`config.mk`:
```
export PLATFORM = sky130hd
export DESIGN_NAME = tdma_mux_scheduler_flat
export DESIGN_NICKNAME = d
export VERILOG_FILES = /design/src/rtl/tdma_mux_scheduler_pkg.sv /design/src/rtl/tdma_mux_scheduler_if.sv /design/src/rtl/tdma_mux_scheduler_phase_timer.sv /design/src/rtl/tdma_mux_scheduler.sv /design/src/flat_wrapper.sv
export SDC_FILE = /design/constraint.sdc
export NUM_CORES = 1
export LEC_CHECK = 0
export ABC_CLOCK_PERIOD_IN_PS = 2400
export BUFFER_PORTS_ARGS = -buffer_cell sky130_fd_sc_hd__buf_4
export CAP_MARGIN = 0
export CORE_AREA = 2 2 41 62
export CTS_BUF_LIST = sky130_fd_sc_hd__clkbuf_4 sky130_fd_sc_hd__clkbuf_8
export DETAILED_ROUTE_END_ITERATION = 16
export DIE_AREA = 0 0 43 64
export PLACE_DENSITY = 0.59
export SETUP_SLACK_MARGIN = 0.2
export SLEW_MARGIN = 0
export SYNTH_ARGS = -nofsm -noshare
export SYNTH_HDL_FRONTEND = slang
export SYNTH_SLANG_ARGS = --single-unit
```
`constraint.sdc`:
```
create_clock -name clk -period 2.4 [get_ports clk]
set_input_delay 0.24 -clock clk [delete_from_list [all_inputs] [get_ports clk]]
set_output_delay 0.24 -clock clk [all_outputs]
set_load 0.02 [all_outputs]
```
`src/rtl/tdma_mux_scheduler_pkg.sv`:
```
// tdma_mux_pkg: shared types and helpers for the TDMA output-mux scheduler.
//   tdma_state_e : schedule phases, visited in fixed order
//   DOM_D1/DOM_D2: encodings driven on sel
//   cnt_width()  : phase counter width for given slot/scrub lengths
package tdma_mux_pkg;

    typedef enum logic [1:0] {
        SLOT_D1  = 2'd0,
        SCRUB_12 = 2'd1,
        SLOT_D2  = 2'd2,
        SCRUB_21 = 2'd3
    } tdma_state_e;

    localparam logic DOM_D1 = 1'b0;
    localparam logic DOM_D2 = 1'b1;

    // clog2(max(slot_len, scrub_len)), never below 1 bit.
    function automatic int cnt_width(input int slot_len, input int scrub_len);
        int m;
        m = (slot_len > scrub_len) ? slot_len : scrub_len;
        return (m < 2) ? 1 : $clog2(m);
    endfunction

endpackage

```
`src/rtl/tdma_mux_scheduler_if.sv`:
```
// tdma_mux_scheduler_if: requester handshakes plus the shared output port.
//   master : requester/consumer side (drives valids and data)
//   slave  : scheduler side (drives readies, sel, out_*, frame_start)
interface tdma_mux_scheduler_if #(
    parameter int WIDTH = 8
);
    logic             d1_valid;
    logic [WIDTH-1:0] d1_data;
    logic             d1_ready;
    logic             d2_valid;
    logic [WIDTH-1:0] d2_data;
    logic             d2_ready;
    logic             sel;
    logic             out_valid;
    logic [WIDTH-1:0] out_data;
    logic             frame_start;

    modport master (
        output d1_valid, d1_data, d2_valid, d2_data,
        input  d1_ready, d2_ready, sel, out_valid, out_data, frame_start
    );

    modport slave (
        input  d1_valid, d1_data, d2_valid, d2_data,
        output d1_ready, d2_ready, sel, out_valid, out_data, frame_start
    );
endinterface

```
`src/rtl/tdma_mux_scheduler_phase_timer.sv`:
```
// phase_timer: counts 0..term_i while en_i is high, then wraps to 0.
//   clk, rst   : clock, async active-high reset (count -> 0)
//   en_i       : advance the count this cycle
//   term_i     : terminal count of the current phase
//   cnt_nxt_o  : count value after the coming edge
//   done_o     : high on the terminal cycle of an enabled phase
module phase_timer #(
    parameter int CW = 2
) (
    input  logic          clk,
    input  logic          rst,
    input  logic          en_i,
    input  logic [CW-1:0] term_i,
    output logic [CW-1:0] cnt_nxt_o,
    output logic          done_o
);
    logic [CW-1:0] cnt_q, cnt_d;

    always_comb begin
        cnt_d = cnt_q;
        if (en_i) cnt_d = (cnt_q == term_i) ? '0 : cnt_q + 1'b1;
    end

    assign done_o    = en_i && (cnt_q == term_i);
    assign cnt_nxt_o = cnt_d;

    always_ff @(posedge clk or posedge rst) begin
        if (rst) cnt_q <= '0;
        else     cnt_q <= cnt_d;
    end
endmodule

```
`src/rtl/tdma_mux_scheduler.sv`:
```
// tdma_mux_scheduler: fixed-schedule time-division owner of the two-domain
// output mux. The schedule (and hence sel) depends only on the phase counter,
// never on requester traffic. Each slot is followed by a scrub window in which
// the shared output register is held at zero.
//   clk, rst : clock, async active-high reset
//   bus      : slave modport - d1/d2 valid/data/ready, sel, out_valid,
//              out_data, frame_start
module tdma_mux_scheduler
    import tdma_mux_pkg::*;
#(
    parameter int WIDTH     = 8,
    parameter int SLOT_LEN  = 4,
    parameter int SCRUB_LEN = 1
) (
    input  logic                clk,
    input  logic                rst,
    tdma_mux_scheduler_if.slave bus
);
    localparam int CW = cnt_width(SLOT_LEN, SCRUB_LEN);
    localparam logic [CW-1:0] SLOT_TERM  = CW'(SLOT_LEN - 1);
    localparam logic [CW-1:0] SCRUB_TERM = CW'(SCRUB_LEN - 1);
    localparam logic [CW-1:0] RDY_LAST   = CW'(SLOT_LEN - 2);

    tdma_state_e      state_q, state_d;
    logic             arm_q;
    logic [CW-1:0]    term, cnt_nxt;
    logic             done;
    logic             sel_q, d1_ready_q, d2_ready_q, frame_start_q, out_valid_q;
    logic [WIDTH-1:0] out_data_q;
    logic             acc1, acc2;

    // arm_q holds the timer for the first edge after reset so that the
    // registered outputs can be loaded with the SLOT_D1/count-0 decode;
    // that edge opens cycle 0 of the schedule.
    phase_timer #(.CW(CW)) u_timer (
        .clk       (clk),
        .rst       (rst),
        .en_i      (arm_q),
        .term_i    (term),
        .cnt_nxt_o (cnt_nxt),
        .done_o    (done)
    );

    assign term = (state_q == SLOT_D1 || state_q == SLOT_D2) ? SLOT_TERM : SCRUB_TERM;

    always_comb begin
        state_d = state_q;
        if (done) begin
            case (state_q)
                SLOT_D1:  state_d = SCRUB_12;
                SCRUB_12: state_d = SLOT_D2;
                SLOT_D2:  state_d = SCRUB_21;
                default:  state_d = SLOT_D1;
            endcase
        end
    end

    // Ready is registered, so it already reflects the current phase; ready is
    // never high outside the owner's slot, so only one accept can occur.
    assign acc1 = bus.d1_valid && d1_ready_q;
    assign acc2 = bus.d2_valid && d2_ready_q;

    // State plus registered outputs. Outputs are decoded from the next
    // state/count so they line up with the phase they describe.
    always_ff @(posedge clk or posedge rst) begin
        if (rst) begin
            state_q       <= SLOT_D1;
            arm_q         <= 1'b0;
            sel_q         <= DOM_D1;
            d1_ready_q    <= 1'b0;
            d2_ready_q    <= 1'b0;
            frame_start_q <= 1'b0;
            out_valid_q   <= 1'b0;
            out_data_q    <= '0;
        end else begin
            arm_q         <= 1'b1;
            state_q       <= state_d;
            sel_q         <= (state_d == SLOT_D2 || state_d == SCRUB_21) ? DOM_D2 : DOM_D1;
            // Last slot cycle has ready low, so nothing lands in the scrub.
            d1_ready_q    <= (state_d == SLOT_D1) && (cnt_nxt <= RDY_LAST);
            d2_ready_q    <= (state_d == SLOT_D2) && (cnt_nxt <= RDY_LAST);
            frame_start_q <= (state_d == SLOT_D1) && (cnt_nxt == '0);
            out_valid_q   <= acc1 || acc2;
            out_data_q    <= acc1 ? bus.d1_data : (acc2 ? bus.d2_data : '0);
        end
    end

    assign bus.sel         = sel_q;
    assign bus.d1_ready    = d1_ready_q;
    assign bus.d2_ready    = d2_ready_q;
    assign bus.frame_start = frame_start_q;
    assign bus.out_valid   = out_valid_q;
    assign bus.out_data    = out_data_q;
endmodule

```
`src/flat_wrapper.sv`:
```
// flat-port wrapper written by rule: the top's interface ports become plain ports
module tdma_mux_scheduler_flat import tdma_mux_pkg::*;
#(
    parameter int WIDTH     = 8,
    parameter int SLOT_LEN  = 4,
    parameter int SCRUB_LEN = 1
)
  (clk, rst, bus_d1_valid, bus_d1_data, bus_d2_valid, bus_d2_data, bus_d1_ready, bus_d2_ready, bus_sel, bus_out_valid, bus_out_data, bus_frame_start);
  tdma_mux_scheduler_if #(.WIDTH(WIDTH)) bus_i ();
  input  logic clk;
  input  logic rst;
  input wire logic [$bits(bus_i.d1_valid)-1:0] bus_d1_valid;
  input wire logic [$bits(bus_i.d1_data)-1:0] bus_d1_data;
  input wire logic [$bits(bus_i.d2_valid)-1:0] bus_d2_valid;
  input wire logic [$bits(bus_i.d2_data)-1:0] bus_d2_data;
  output wire logic [$bits(bus_i.d1_ready)-1:0] bus_d1_ready;
  output wire logic [$bits(bus_i.d2_ready)-1:0] bus_d2_ready;
  output wire logic [$bits(bus_i.sel)-1:0] bus_sel;
  output wire logic [$bits(bus_i.out_valid)-1:0] bus_out_valid;
  output wire logic [$bits(bus_i.out_data)-1:0] bus_out_data;
  output wire logic [$bits(bus_i.frame_start)-1:0] bus_frame_start;
  assign bus_i.d1_valid = bus_d1_valid;
  assign bus_i.d1_data = bus_d1_data;
  assign bus_i.d2_valid = bus_d2_valid;
  assign bus_i.d2_data = bus_d2_data;
  assign bus_d1_ready = bus_i.d1_ready;
  assign bus_d2_ready = bus_i.d2_ready;
  assign bus_sel = bus_i.sel;
  assign bus_out_valid = bus_i.out_valid;
  assign bus_out_data = bus_i.out_data;
  assign bus_frame_start = bus_i.frame_start;
  tdma_mux_scheduler #(.WIDTH(WIDTH), .SLOT_LEN(SLOT_LEN), .SCRUB_LEN(SCRUB_LEN)) u_core (.clk(clk), .rst(rst), .bus(bus_i));
endmodule
```
==> run metrics, run 1 <==
outcome=completed; FILL cells=223; chip width=43 um; wire per inst=11.7 um; row count=21; kind of critical path=reg -> reg; clock tree from TritonCTS=done; Final Cycle Share=0.759; Die Y=64 um; GRT Total Usage=0.103; syn nets=81; worst min path class=in -> async; TritonRoute pass-1 iters=4; # resized after CTS=0; slowest cell delay on critical path=390 ps; top post-synthesis cells by count=dfrtp_1, a22o_1, inv_1, nor2_1, o21ai_0; Tmin final=1820 ps; crit end category=flip-flop; H-tree levels=1; r2r startpoint=u_core.state_q[0]; Final Total Pwr=1100 uW; EDFF count, synth=0; Total Wirelength=1340 um; Synth Cell Area=736 sq um; Post-synth top flop=dfrtp_1; RSZ-0062 raised after global routing=no; synth top area cells=dfrtp_1, a22o_1, ha_1; final hold vios=0; P per Cell Area=1090 nW/um^2; post-CTS setup repair buffer count=0; Syn Area/Cell=12.5 sq um; max-slew violations=0; asr flop ratio synth=1.00; worst r2r path cells=6; clk sinks=17; CP Max Fanout=4; Worst-Skew Late Latency=270 ps; HPWL after detailed placement=1080 um; cts hold-fix bufs=0; crit-path cells=inv_1, ha_1, o211a_1, o21ai_1, mux2_4, nor4_2; drc violations=0; sequential fraction of the synthesis area=0.578; share of cells above drive strength 1=0.446; final cell count without fillers=115; Peak supply drop=553 uV; global route total overflow=0; Final ANT Viol Nets=0; Final Net Count=115; io pins=33; CTS root buf=clkbuf_4; worst slack on hold paths=33.6 ps; largest net degree at the start of global routing=18; Yosys cell types=26; DR vias/cell=4.81; Fin Clk Skew=2.27 ps; R2R Setup Slk=580 ps; Finish-stage setup viols=0; Slew @ Worst Pin=611 ps; post-synth top area share=0.578; WP buf/inv=1; area delta synth->final=37.9%; initial antenna violation count=0; crit start category=flip-flop; Syn. warnings=0; Max-Cap Viols=0; Die ar.=2750 sq um; fmax=0.549 GHz; first-pass GRT wire length=2240 um; Critical Path RT=2590 ps; cell type with the highest aggregate area in the netlist=dfrtp_1; Pleak=0.000528 uW; DP Cell Count=111; DR iter-0 viols=13; starting density of the core=0.333; via count=553; slowest cell on the critical path=dfrtp_1; crit path DAT=2010 ps; cell family with most CP delay=compound AO/OA/AOI/OAI gates; RD Place Congestion=0.772; input/output buffers=32; flops & latches, synth=17; CTS clk-pin slew, worst paths=90 ps; # diodes=0; setup_tns=0 ps; Reg2Reg Capture Point=u_core.bus.frame_start; Slew HR=0.592; Util after Layout=0.460; core area=2210 sq um; CTS buffer count=3; CTS Buffer Depth=2; Synth Instances=59; top-count cell post-synth=dfrtp_1; vias in the first global route=553
-- stage by stage --
step           worst slack (ps)  area (sq um)
3_3_place_gp                661           985
4_1_cts                     574          1010
2_1_floorplan               579           736
5_1_grt                     485          1010
3_5_place_dp                601           985
6_report                    579          1010
-- registers in the layout, indices dropped and copies added, names as in the netlist --
| name | count |
|---|---|
| u_core.arm_q | 1 |
| u_core.bus.d1_ready | 1 |
| u_core.bus.d2_ready | 1 |
| u_core.bus.frame_start | 1 |
| u_core.bus.out_data | 8 |
| u_core.bus.out_valid | 1 |
| u_core.bus.sel | 1 |
| u_core.state_q | 1 |
| u_core.u_timer.cnt_q | 2 |
-- worst max path at each step --
| stage | from | endpoint | slack [ps] | depth (start not counted) |
|---|---|---|---|---|
| detailed placement | u_core.state_q[0] | u_core.bus.frame_start | 600 | 6 |
| global placement | u_core.state_q[0] | u_core.bus.frame_start | 660 | 6 |
| CTS | u_core.state_q[0] | u_core.bus.frame_start | 570 | 6 |
| floorplan | u_core.bus.sel | u_core.bus.frame_start | 580 | 6 |
| global route | u_core.state_q[0] | u_core.bus.frame_start | 490 | 6 |
| finish | u_core.state_q[0] | u_core.bus.frame_start | 580 | 6 |
-- layout make-up --
| class | instances | area [sq um] | share of cell area |
|---|---|---|---|
| multi-input cells | 35 | 275 | 0.271 |
| well taps | 23 | 28.8 | 0.0284 |
| flip-flops and latches | 17 | 425 | 0.419 |
| repair buffers | 32 | 240 | 0.237 |
| clock buffers | 4 | 30.0 | 0.0296 |
| inverters | 4 | 15.0 | 0.0148 |
-- worst reg2reg max path, delay by kind of cell (launching register included) --
kind	cells	cell delay, ps
compound gates	2	400
flops	1	390
mux	1	340
fa+ha+maj	1	260
simple gates	1	260
buf+inv	1	90
-- layout by cell type, fill, tap and decap left out, types with 2 or more instances in the layout --
master / instances
a22o_1: 8
buf_4: 32
clkbuf_4: 4
dfrtp_1: 17
ha_1: 2
inv_1: 4
nand2_1: 2
nand2b_1: 2
nor2_1: 3
o21ai_0: 3
-- routing by layer --
metal | vias to the layer above | global-route usage | wire length, um | part of all wire
li1 | 271 | - | - | -
met1 | 254 | 0.118 | 508 | 0.38
met2 | 28 | 0.189 | 729 | 0.54
met3 | 0 | 0.0141 | 103 | 0.077
met4 | 0 | 0.0341 | 0 | 0
met5 | - | 0 | 0 | 0
-- power by group --
group          internal, uW  total, uW  switching, uW
Combinational           239        497            257
Clock                  75.6        154           78.2
Sequential              372        453           81.3
-- cell families after synthesis --
logic type	Yosys count	synth area share
xor gates and xnor gates	1	0.0119
buffers and inverters	7	0.0476
other	1	0.00510
and+or+nand+nor	13	0.126
DFF	17	0.578
muxes	2	0.0340
AOI/OAI and AO/OA	16	0.163
adders and majority gates	2	0.0340
(Power assumes the default switching activity.)
==> run 2, diff against run 1 <==
Settings changed: ABC_CLOCK_PERIOD_IN_PS 2400 to 1700.
Clock period 2.4 ns to 1.7 ns, I/O delays scaled along.
==> run 2 against run 1 <==
  * Power increased by 51%
  * Largest power group unchanged
  * Core utilization up 2.8 points
  * Sequential cell count unchanged
  * First-iteration DRC count shrank 54%
  * Clock skew increased by 6.1 ps
  * Die area unchanged
  * Maximum frequency up 12%
  * Sequential power rose by 43%
  * Critical endpoint is now u_core.bus.d2_ready
  * Count of clock-buffer cells in the layout fell by 1
  * Design area is 6.0% higher
==> run metrics, run 2 (same netlist as run 1, synthesis figures left out) <==
outcome=completed (unchanged); Tmin final=1620 ps (was 1820 ps); Critical Path RT=1880 ps (was 2590 ps); Die ar.=2750 sq um (unchanged); FILL cells=234 (was 223); RD Place Congestion=0.728 (was 0.772); CTS clk-pin slew, worst paths=100 ps (was 90 ps); vias in the first global route=587 (was 553); max-slew violations=0 (unchanged); Final ANT Viol Nets=0 (unchanged); Finished Cell Area=1080 sq um (was 1010 sq um); Peak supply drop=698 uV (was 553 uV); fmax=0.617 GHz (was 0.549 GHz); Worst-Skew Late Latency=290 ps (was 270 ps); clk sinks=17 (unchanged); Slew @ Worst Pin=624 ps (was 611 ps); clock share of power=0.124 (was 0.139); Max-Cap Viols=0 (unchanged); RSZ-0062 raised after global routing=yes (was no); Slew HR=0.584 (was 0.592); clock tree from TritonCTS=done (unchanged); final hold vios=0 (unchanged); HP Start=bus_d2_data[1]; crit path DAT=1800 ps (was 2010 ps); via count=600 (was 553); io pins=33 (unchanged); wire per inst=12.7 um (was 11.7 um); most frequent cells in the layout=buf_4, dfrtp_1, a22o_1 (unchanged); DR vias/cell=5.04 (was 4.81); Sw Ratio=0.382 (was 0.378); global route total overflow=0 (unchanged); HPWL after detailed placement=1200 um (was 1080 um); slowest cell on the critical path=dfrtp_1 (unchanged); DR iter-0 viols=6 (was 13); setup_tns=0 ps (unchanged); worst slack on hold paths=92.1 ps (was 33.6 ps); area delta synth->final=46.3% (was 37.9%); crit start category=flip-flop (unchanged); largest net degree at the start of global routing=18 (unchanged); row count=21 (unchanged); Finish-stage setup viols=0 (unchanged); Final Net Count=119 (was 115); input/output buffers=32 (unchanged); initial antenna violation count=0 (unchanged); crit end category=flip-flop (unchanged); Comb pwr share=0.485 (was 0.450); final cell count without fillers=119 (was 115); first-pass GRT wire length=2590 um (was 2240 um); CTS root buf=clkbuf_4 (unchanged); CP Max Fanout=4 (unchanged); Die Y=64 um (unchanged); Util after Layout=0.488 (was 0.460); P_sw=634 uW (was 417 uW); Total Wirelength=1510 um (was 1340 um); GRT Total Usage=0.126 (was 0.103); worst min path class=in -> reg (was in -> async); drc violations=0 (unchanged); # diodes=0 (unchanged); Reg power frac=0.391 (was 0.410); multi-input logic area=305 sq um (was 275 sq um); Cell Int Power=1030 uW (was 686 uW); Fin Clk Skew=8.34 ps (was 2.27 ps); chip width=43 um (unchanged); core area=2210 sq um (unchanged); r2r startpoint=u_core.state_q[0] (unchanged); Pleak=0.000548 uW (was 0.000528 uW); share of cells above drive strength 1=0.521 (was 0.446); commonest non-fill, non-tap cell in the layout=buf_4 (unchanged); crit-path cells=inv_2, ha_4, o211a_1, o21ai_2, mux2_4, and2_4 (was inv_1, ha_1, o211a_1, o21ai_1, mux2_4, nor4_2); Final Cycle Share=0.953 (was 0.759); P per Cell Area=1540 nW/um^2 (was 1090 nW/um^2); kind of critical path=reg -> reg (unchanged); CTS Buffer Depth=2 (unchanged); CTS buffer count=3 (unchanged); TritonRoute pass-1 iters=4 (unchanged); max FFs per register=8 (unchanged); slowest cell delay on critical path=400 ps (was 390 ps); H-tree levels=1 (unchanged); CP startpoint=u_core.state_q[0] (unchanged); DP Cell Count=112 (was 111); cell area after placement=1020 sq um (was 985 sq um); FF/Latch Area=427 sq um (was 425 sq um); starting density of the core=0.333 (unchanged)
run 2: path summary, 6_finish.rpt:
path	cells after the start	slack, ps	to
worst max-delay path	6	80	u_core.bus.d2_ready
worst min-delay path	2	90	u_core.bus.out_data[1]
worst max register to register	6	80	u_core.bus.d2_ready
worst min register to register	2	510	u_core.bus.out_valid
max in group asynchronous	3	740	u_core.bus.sel
min in group asynchronous	3	510	u_core.bus.frame_start
run 2: final cells by class:
class | count | area share
clock buffer | 3 | 0.0209
sequential | 17 | 0.397
clock inverter | 1 | 0.00465
multi-input combinational | 35 | 0.284
inverter | 4 | 0.0140
timing repair buffer | 36 | 0.253
tap | 23 | 0.0267
run 2: what timing repair did:
action / in CTS / in global routing
setup buffers: 1 / 1
endpoints found under the setup margin: 4 / 4
hold buffers: 1 / 0
pin swaps: 1 / 3
gates resized for setup: 1 / 0
endpoints found under the hold margin: 17 / 0
run 2: metal layers:
layer  wire (um)  vias to the layer above  track usage  share of wire
met5           0                        -            0              0
met4          21                        0       0.0568          0.014
met2         791                       28        0.218           0.52
li1            -                      282            -              -
met3         140                        3       0.0480          0.093
met1         560                      287        0.130           0.37
run 2: per-stage QoR:
step	setup slack [ps]	total power (uW)
2_1_floorplan	96.7	1210
3_3_place_gp	94.0	1420
3_5_place_dp	44.1	1440
4_1_cts	77.4	1680
5_1_grt	27.8	1790
6_report	79.9	1660
run 2: power groups by stage:
stage,Sequential (uW),Combinational [uW],Clock (uW)
floorplan,700,511,0
CTS,651,808,220
global placement,650,769,0
finish,649,807,206
global route,668,881,239
detailed placement,654,790,0
run 2: critical path, delay by kind of cell (launching register included):
family | cells | cell delay [ps]
simple gates | 1 | 140
flops | 1 | 400
fa+ha+maj | 1 | 180
mux | 1 | 340
buf+inv | 1 | 90
compound gates | 2 | 370
